[src/rtl/cal_pkg.sv]
// Shared definitions for the BCD calendar counter: field layout, step units
// and small BCD arithmetic helpers.
package cal_pkg;

    localparam logic [3:0] SEP_NIBBLE_DEF = 4'hA;
    localparam logic [3:0] END_NIBBLE_DEF = 4'hF;

    // Bit offsets of each field inside the 56-bit {YYYY,MM,DD,hh,mm,ss} word
    localparam int YEAR_LSB = 40;
    localparam int MON_LSB  = 32;
    localparam int DAY_LSB  = 24;
    localparam int HH_LSB   = 16;
    localparam int MM_LSB   = 8;
    localparam int SS_LSB   = 0;

    typedef enum logic [1:0] {
        STEP_SEC  = 2'd0,
        STEP_MIN  = 2'd1,
        STEP_HOUR = 2'd2,
        STEP_DAY  = 2'd3
    } step_e;

    function automatic logic bcd_valid_digit(input logic [3:0] d);
        return (d <= 4'd9);
    endfunction

    // Divisibility by 4 straight from the two BCD digits
    function automatic logic bcd2_div4(input logic [7:0] v);
        if (v[4]) begin
            return (v[3:0] == 4'd2) || (v[3:0] == 4'd6);
        end else begin
            return (v[3:0] == 4'd0) || (v[3:0] == 4'd4) || (v[3:0] == 4'd8);
        end
    endfunction

    function automatic logic [7:0] bcd2_inc(input logic [7:0] v);
        if (v[3:0] == 4'd9) begin
            return {v[7:4] + 4'd1, 4'd0};
        end else begin
            return {v[7:4], v[3:0] + 4'd1};
        end
    endfunction

    // Increment with wrap: at max the field restarts at lo
    function automatic logic [7:0] bcd2_roll(input logic [7:0] v,
                                             input logic [7:0] max,
                                             input logic [7:0] lo);
        if (v == max) begin
            return lo;
        end else begin
            return bcd2_inc(v);
        end
    endfunction

endpackage

[src/rtl/cal_days_in_month.sv]
// Days in a month for a BCD month/year pair, Gregorian leap rule on BCD digits.
// Returns 8'h00 for an out-of-range month so callers reject it.
module cal_days_in_month
    import cal_pkg::*;
(
    input  logic [7:0]  month_i,
    input  logic [15:0] year_i,
    output logic [7:0]  dim_o
);

    logic leap_s;

    // A year ending in 00 is a leap year only when the century is divisible by 4
    assign leap_s = (year_i[7:0] != 8'h00) ? bcd2_div4(year_i[7:0])
                                           : bcd2_div4(year_i[15:8]);

    // Month-length lookup
    always_comb begin
        dim_o = 8'h00;
        case (month_i)
            8'h01, 8'h03, 8'h05, 8'h07, 8'h08, 8'h10, 8'h12: dim_o = 8'h31;
            8'h04, 8'h06, 8'h09, 8'h11:                      dim_o = 8'h30;
            8'h02:   dim_o = leap_s ? 8'h29 : 8'h28;
            default: dim_o = 8'h00;
        endcase
    end

endmodule

[src/rtl/bcd_calendar_counter.sv]
// BCD date/time counter YYYY-MM-DD hh:mm:ss with selectable step unit,
// validated preset load and packed nibble stream for the display chain.
module bcd_calendar_counter
    import cal_pkg::*;
#(
    parameter logic [15:0] INIT_YEAR  = 16'h2025,
    parameter logic [7:0]  INIT_MONTH = 8'h05,
    parameter logic [7:0]  INIT_DAY   = 8'h01,
    parameter logic [23:0] INIT_TIME  = 24'h000000,
    parameter logic [3:0]  SEP_NIBBLE = SEP_NIBBLE_DEF,
    parameter logic [3:0]  END_NIBBLE = END_NIBBLE_DEF
) (
    input  logic        clock_clk,
    input  logic        reset,
    input  logic        tick_en_i,
    input  logic [1:0]  step_sel_i,
    input  logic        load_en_i,
    input  logic [55:0] load_bcd_i,
    output logic [55:0] bcd_out_o,
    output logic [83:0] packed_out_o,
    output logic        day_wrap_o,
    output logic        year_wrap_o,
    output logic        load_err_o
);

    localparam logic [55:0] INIT_BANK = {INIT_YEAR, INIT_MONTH, INIT_DAY, INIT_TIME};

    logic [55:0] bank_q, bank_d, inc_bank_s;
    logic        day_wrap_q, day_wrap_d;
    logic        year_wrap_q, year_wrap_d;
    logic        load_err_q, load_err_d;

    logic [15:0] year_s;
    logic [7:0]  mon_s, day_s, hh_s, mm_s, ss_s, dim_cur_s, dim_ld_s;
    step_e       step_s;
    logic        inc_ss_s, inc_mm_s, inc_hh_s, inc_day_s, inc_mon_s, inc_yr_s, inc_yhi_s;
    logic        digits_ok_s, load_ok_s;

    assign year_s = bank_q[YEAR_LSB +: 16];
    assign mon_s  = bank_q[MON_LSB +: 8];
    assign day_s  = bank_q[DAY_LSB +: 8];
    assign hh_s   = bank_q[HH_LSB +: 8];
    assign mm_s   = bank_q[MM_LSB +: 8];
    assign ss_s   = bank_q[SS_LSB +: 8];
    assign step_s = step_e'(step_sel_i);

    cal_days_in_month u_dim_cur (
        .month_i (mon_s),
        .year_i  (year_s),
        .dim_o   (dim_cur_s)
    );

    cal_days_in_month u_dim_ld (
        .month_i (load_bcd_i[MON_LSB +: 8]),
        .year_i  (load_bcd_i[YEAR_LSB +: 16]),
        .dim_o   (dim_ld_s)
    );

    // Carry chain: each field advances when the step enters there or the field below wraps
    assign inc_ss_s  = tick_en_i && (step_s == STEP_SEC);
    assign inc_mm_s  = (inc_ss_s && (ss_s == 8'h59)) || (tick_en_i && (step_s == STEP_MIN));
    assign inc_hh_s  = (inc_mm_s && (mm_s == 8'h59)) || (tick_en_i && (step_s == STEP_HOUR));
    assign inc_day_s = (inc_hh_s && (hh_s == 8'h23)) || (tick_en_i && (step_s == STEP_DAY));
    assign inc_mon_s = inc_day_s && (day_s == dim_cur_s);
    assign inc_yr_s  = inc_mon_s && (mon_s == 8'h12);
    assign inc_yhi_s = inc_yr_s && (year_s[7:0] == 8'h99);

    assign inc_bank_s = {
        inc_yhi_s ? bcd2_roll(year_s[15:8], 8'h99, 8'h00) : year_s[15:8],
        inc_yr_s  ? bcd2_roll(year_s[7:0],  8'h99, 8'h00) : year_s[7:0],
        inc_mon_s ? bcd2_roll(mon_s, 8'h12, 8'h01)        : mon_s,
        inc_day_s ? bcd2_roll(day_s, dim_cur_s, 8'h01)    : day_s,
        inc_hh_s  ? bcd2_roll(hh_s, 8'h23, 8'h00)         : hh_s,
        inc_mm_s  ? bcd2_roll(mm_s, 8'h59, 8'h00)         : mm_s,
        inc_ss_s  ? bcd2_roll(ss_s, 8'h59, 8'h00)         : ss_s
    };

    // Preset validation; byte compares are meaningful once every digit is 0..9
    always_comb begin
        digits_ok_s = 1'b1;
        for (int i = 0; i < 14; i++) begin
            digits_ok_s = digits_ok_s & bcd_valid_digit(load_bcd_i[4*i +: 4]);
        end
        load_ok_s = digits_ok_s
                 && (load_bcd_i[MON_LSB +: 8] >= 8'h01) && (load_bcd_i[MON_LSB +: 8] <= 8'h12)
                 && (load_bcd_i[DAY_LSB +: 8] >= 8'h01) && (load_bcd_i[DAY_LSB +: 8] <= dim_ld_s)
                 && (load_bcd_i[HH_LSB +: 8] <= 8'h23)
                 && (load_bcd_i[MM_LSB +: 8] <= 8'h59)
                 && (load_bcd_i[SS_LSB +: 8] <= 8'h59);
    end

    // Next state: a load strobe takes priority and swallows any tick in the same cycle
    always_comb begin
        bank_d      = bank_q;
        day_wrap_d  = 1'b0;
        year_wrap_d = 1'b0;
        load_err_d  = 1'b0;
        if (load_en_i) begin
            if (load_ok_s) begin
                bank_d = load_bcd_i;
            end else begin
                load_err_d = 1'b1;
            end
        end else begin
            bank_d      = inc_bank_s;
            day_wrap_d  = inc_day_s;
            year_wrap_d = inc_yr_s;
        end
    end

    // Digit bank and pulse registers
    always_ff @(posedge clock_clk or negedge reset) begin
        if (!reset) begin
            bank_q      <= INIT_BANK;
            day_wrap_q  <= 1'b0;
            year_wrap_q <= 1'b0;
            load_err_q  <= 1'b0;
        end else begin
            bank_q      <= bank_d;
            day_wrap_q  <= day_wrap_d;
            year_wrap_q <= year_wrap_d;
            load_err_q  <= load_err_d;
        end
    end

    assign bcd_out_o    = bank_q;
    assign day_wrap_o   = day_wrap_q;
    assign year_wrap_o  = year_wrap_q;
    assign load_err_o   = load_err_q;
    assign packed_out_o = {year_s, SEP_NIBBLE, mon_s, SEP_NIBBLE, day_s, SEP_NIBBLE,
                           hh_s, SEP_NIBBLE, mm_s, SEP_NIBBLE, ss_s, SEP_NIBBLE, END_NIBBLE};

endmodule

[config.mk]
export PLATFORM = sky130hd
export DESIGN_NAME = bcd_calendar_counter
export DESIGN_NICKNAME = d
export VERILOG_FILES = /design/src/rtl/cal_pkg.sv /design/src/rtl/cal_days_in_month.sv /design/src/rtl/bcd_calendar_counter.sv
export SDC_FILE = /design/constraint.sdc
export NUM_CORES = 1
export LEC_CHECK = 0
export CAP_MARGIN = 30
export CORE_AREA = 2 2 112 114
export CTS_BUF_LIST = sky130_fd_sc_hd__clkbuf_4 sky130_fd_sc_hd__clkbuf_8
export CTS_CLUSTER_SIZE = 10
export DETAILED_ROUTE_END_ITERATION = 10
export DIE_AREA = 0 0 114 116
export PLACE_DENSITY = 0.87
export SLEW_MARGIN = 0
export SYNTH_ARGS = -nofsm -noshare
export SYNTH_HDL_FRONTEND = slang
export SYNTH_SLANG_ARGS = --single-unit
[constraint.sdc]
create_clock -name clock_clk -period 4.3 [get_ports clock_clk]
set_input_delay 0.43 -clock clock_clk [delete_from_list [all_inputs] [get_ports clock_clk]]
set_output_delay 0.43 -clock clock_clk [all_outputs]
set_load 0.1 [all_outputs]
==> impl_metrics.json <==
{
  "ys_seq_area_share_pct": 27.57,
  "path_class": "in2reg",
  "grt_max_degree": 79,
  "start_util_pct": 45.22,
  "clkTransAtPathRegs_ps": 70,
  "slew_violations": 0,
  "fin_crit_ps": 3794,
  "htreeDepth": 3,
  "comb_power_share_pct": 62.3,
  "hold_viol": 0,
  "p_clk_share_pct": 14.3,
  "final_nets": 861,
  "drt-wirelength-per-cell_um": 17.24,
  "fin_util_pct": 58.35,
  "syn_area_per_cell_um2": 8.211,
  "start_kind": "input pin",
  "drt_iter0_markers": 519,
  "p_sw_share_pct": 59.57,
  "skew_ps": 7.959,
  "internal_power_mw": 1.387,
  "rsz0062_at_grt": "false",
  "ys_warn_count": 0,
  "drive_above_1_share_pct": 7.593,
  "tritoncts": "yes",
  "dieHeight_um": 116,
  "power_frac_seq_pct": 23.3,
  "crit_end": "bcd_out_o[28]",
  "yosys.area.top_type": "dfrtp_1",
  "leakagePower_nw": 2.851,
  "first_global_vias": 5008,
  "clock.fmax_mhz": 263.6,
  "maxCapViolations": 0,
  "setup_viol": 0,
  "relSlewSlack_pct": 33.88,
  "synth.area.top_cells": "dfrtp_1 (24%), buf_4 (12%), ha_1 (6.3%)",
  "grt.overflow.total": 0,
  "routed_wl_um": 15930,
  "synth_edf_count": 0,
  "port_buffers": 176,
  "worst_slew_pin_slew_ps": 988.8,
  "grt_pass1_wl_um": 25270,
  "area_delta_synth_final_pct": 29.04,
  "num_antenna_cells": 0,
  "worstPathMaxFanout": 9,
  "cp_data_arrival_time_ps": 4030,
  "synthesis.area_um2": 5386,
  "synth_cell_types": 80,
  "switchingPower_mw": 2.044,
  "ant_nets": 0,
  "vias": 5512,
  "clk-insertion-delay-late_ps": 350,
  "tns_ps": 0,
  "synth_most_common_cell": "buf_4",
  "core-area_um2": 11910,
  "cts_setup_buffers": 0,
  "clk_path_buf_depth": 2,
  "vias_per_cell": 5.965,
  "die-area_um2": 13220,
  "synthCells": 656,
  "root_buffer": "clkbuf_8",
  "hold_buffers": 0,
  "die_w_um": 114,
  "ys.flop_type": "dfrtp_1",
  "dp.cells": 908,
  "reg2reg_depth": 9,
  "place_congestion": 0.8863,
  "synth_seq_cells": 59,
  "fin_crit_sh_pct": 88.23,
  "row_count": 40,
  "reg2reg_from": "bcd_out_o[36]",
  "required_ps": 4540,
  "finalNonFillerCells": 924,
  "cts_resized": 0,
  "dp_hpwl_um": 11850,
  "powerDensity_nw_per_um2": 493.7,
  "first_pass_iters": 6,
  "ys_async_sr_fraction_pct": 100.0,
  "reg2reg_to": "bcd_out_o[35]",
  "fin_hold_ws_ps": 73.70,
  "drc": 0,
  "crit_start": "load_bcd_i[49]",
  "ir_worst_vdd_uv": 412.8,
  "io_pins": 205,
  "hp-class": "in2async",
  "grt_usage_pct": 23.96,
  "synth_common_cells": "buf_4 (84), dfrtp_1 (52), o21ai_0 (51)",
  "outcome": "finished clean",
  "cts.sinks": 59,
  "r2r_slack_ps": 690,
  "critPathCaptureType": "register",
  "antenna_found_initial": 0,
  "cts_made_buffers": 9,
  "synth.top_cell.area_share_pct": 24.16
}
## metal layers
layer | share of wire (%) | global-route usage (%) | up-vias
li1 | - | - | 2548
met1 | 42 | 33.02 | 2597
met2 | 47 | 38.65 | 342
met3 | 9.6 | 3.818 | 25
met4 | 1.9 | 7.805 | 0
met5 | 0 | 0 | -
## power groups by stage
stage	sequential (mW)	clock, mW	combinational, mW
floorplan	1.36	0	1.20
global placement	0.803	0	2.12
detailed placement	0.807	0	2.13
CTS	0.798	0.499	2.14
global route	0.822	0.520	2.22
finish	0.801	0.492	2.14
## cell type report
cell class | count | area [um2]
inverters | 41 | 153.9
clock inverters | 2 | 10.01
repair buffers | 187 | 1834
well taps | 147 | 183.9
clock buffers | 14 | 173.9
fillers | 1051 | 4961
multi-input cells | 474 | 3109
flip-flops and latches | 59 | 1485
## critical path, cell delays in order
cell	delay (ps)
clkdlybuf4s50_1	490
a211oi_1	250
a31oi_1	60
o21ai_0	150
nor3_1	60
a2111oi_0	330
a31oi_1	130
o31ai_1	260
ha_1	270
and4_1	170
a21oi_1	130
o32ai_1	100
and4_1	190
buf_4	170
nor2_1	400
nor4_1	90
or3_1	320
## cells by family (layout without fill, tap and decap cells)
kind of cell / Yosys count / in the layout / synth area share, %
compound gates: 203 / 203 / 25.46
xor+xnor: 1 / 1 / 0.1626
fa+ha+maj: 27 / 27 / 6.272
buf+inv: 149 / 244 / 16.52
flops: 59 / 59 / 27.57
mux: 18 / 18 / 3.600
other cells: 2 / 28 / 0.1394
simple gates: 197 / 197 / 20.28
## cells in the final DEF, fill, tap and decap left out, drive strengths merged, types with 5 or more instances in the layout
cell           netlist  final
clkdlybuf4s50        0    174
o21ai               59     59
dfrtp               52     52
inv                 41     41
nand2               39     39
a21oi               36     36
nor2                34     34
conb                 2     28
ha                  27     27
nor3                27     27
a211oi              17     17
nand3               15     15
nor4                14     14
clkbuf              19     14
buf                 89     13
mux2i               10     10
nand4                9      9
nor3b                9      9
a22oi                9      9
mux2                 8      8
a31oi                7      7
o211ai               7      7
o21a                 7      7
dfstp                7      7
nand2b               6      6
o2bb2ai              6      6
o31ai                5      5
or4                  5      5
and3                 5      5
or2                  5      5
## registers in the layout (all words and copies together), names as in the netlist
name         count
year_wrap_o      1
load_err_o       1
day_wrap_o       1
bcd_out_o       56
## stage by stage
stage / total power, mW / setup WS [ps] / instance area, um2
after global placement: 2.925 / 248.0 / 6766
after floorplan: 2.560 / 677.1 / 5484
after global routing: 3.560 / 62.96 / 6950
final: 3.431 / 506.2 / 6950
after CTS: 3.437 / 562.4 / 6950
after detailed placement: 2.940 / 212.3 / 6766
## how the worst min path moves through the flow
stage / cells after the start / slack, ps / to
global placement: 1 / 460 / bcd_out_o[33]
global route: 1 / 120 / bcd_out_o[33]
finish: 1 / 70 / bcd_out_o[33]
CTS: 1 / 80 / bcd_out_o[33]
detailed placement: 1 / 460 / bcd_out_o[33]
floorplan: 0 / 130 / bcd_out_o[0]
No activity file was read; power rests on OpenSTA's default activity.
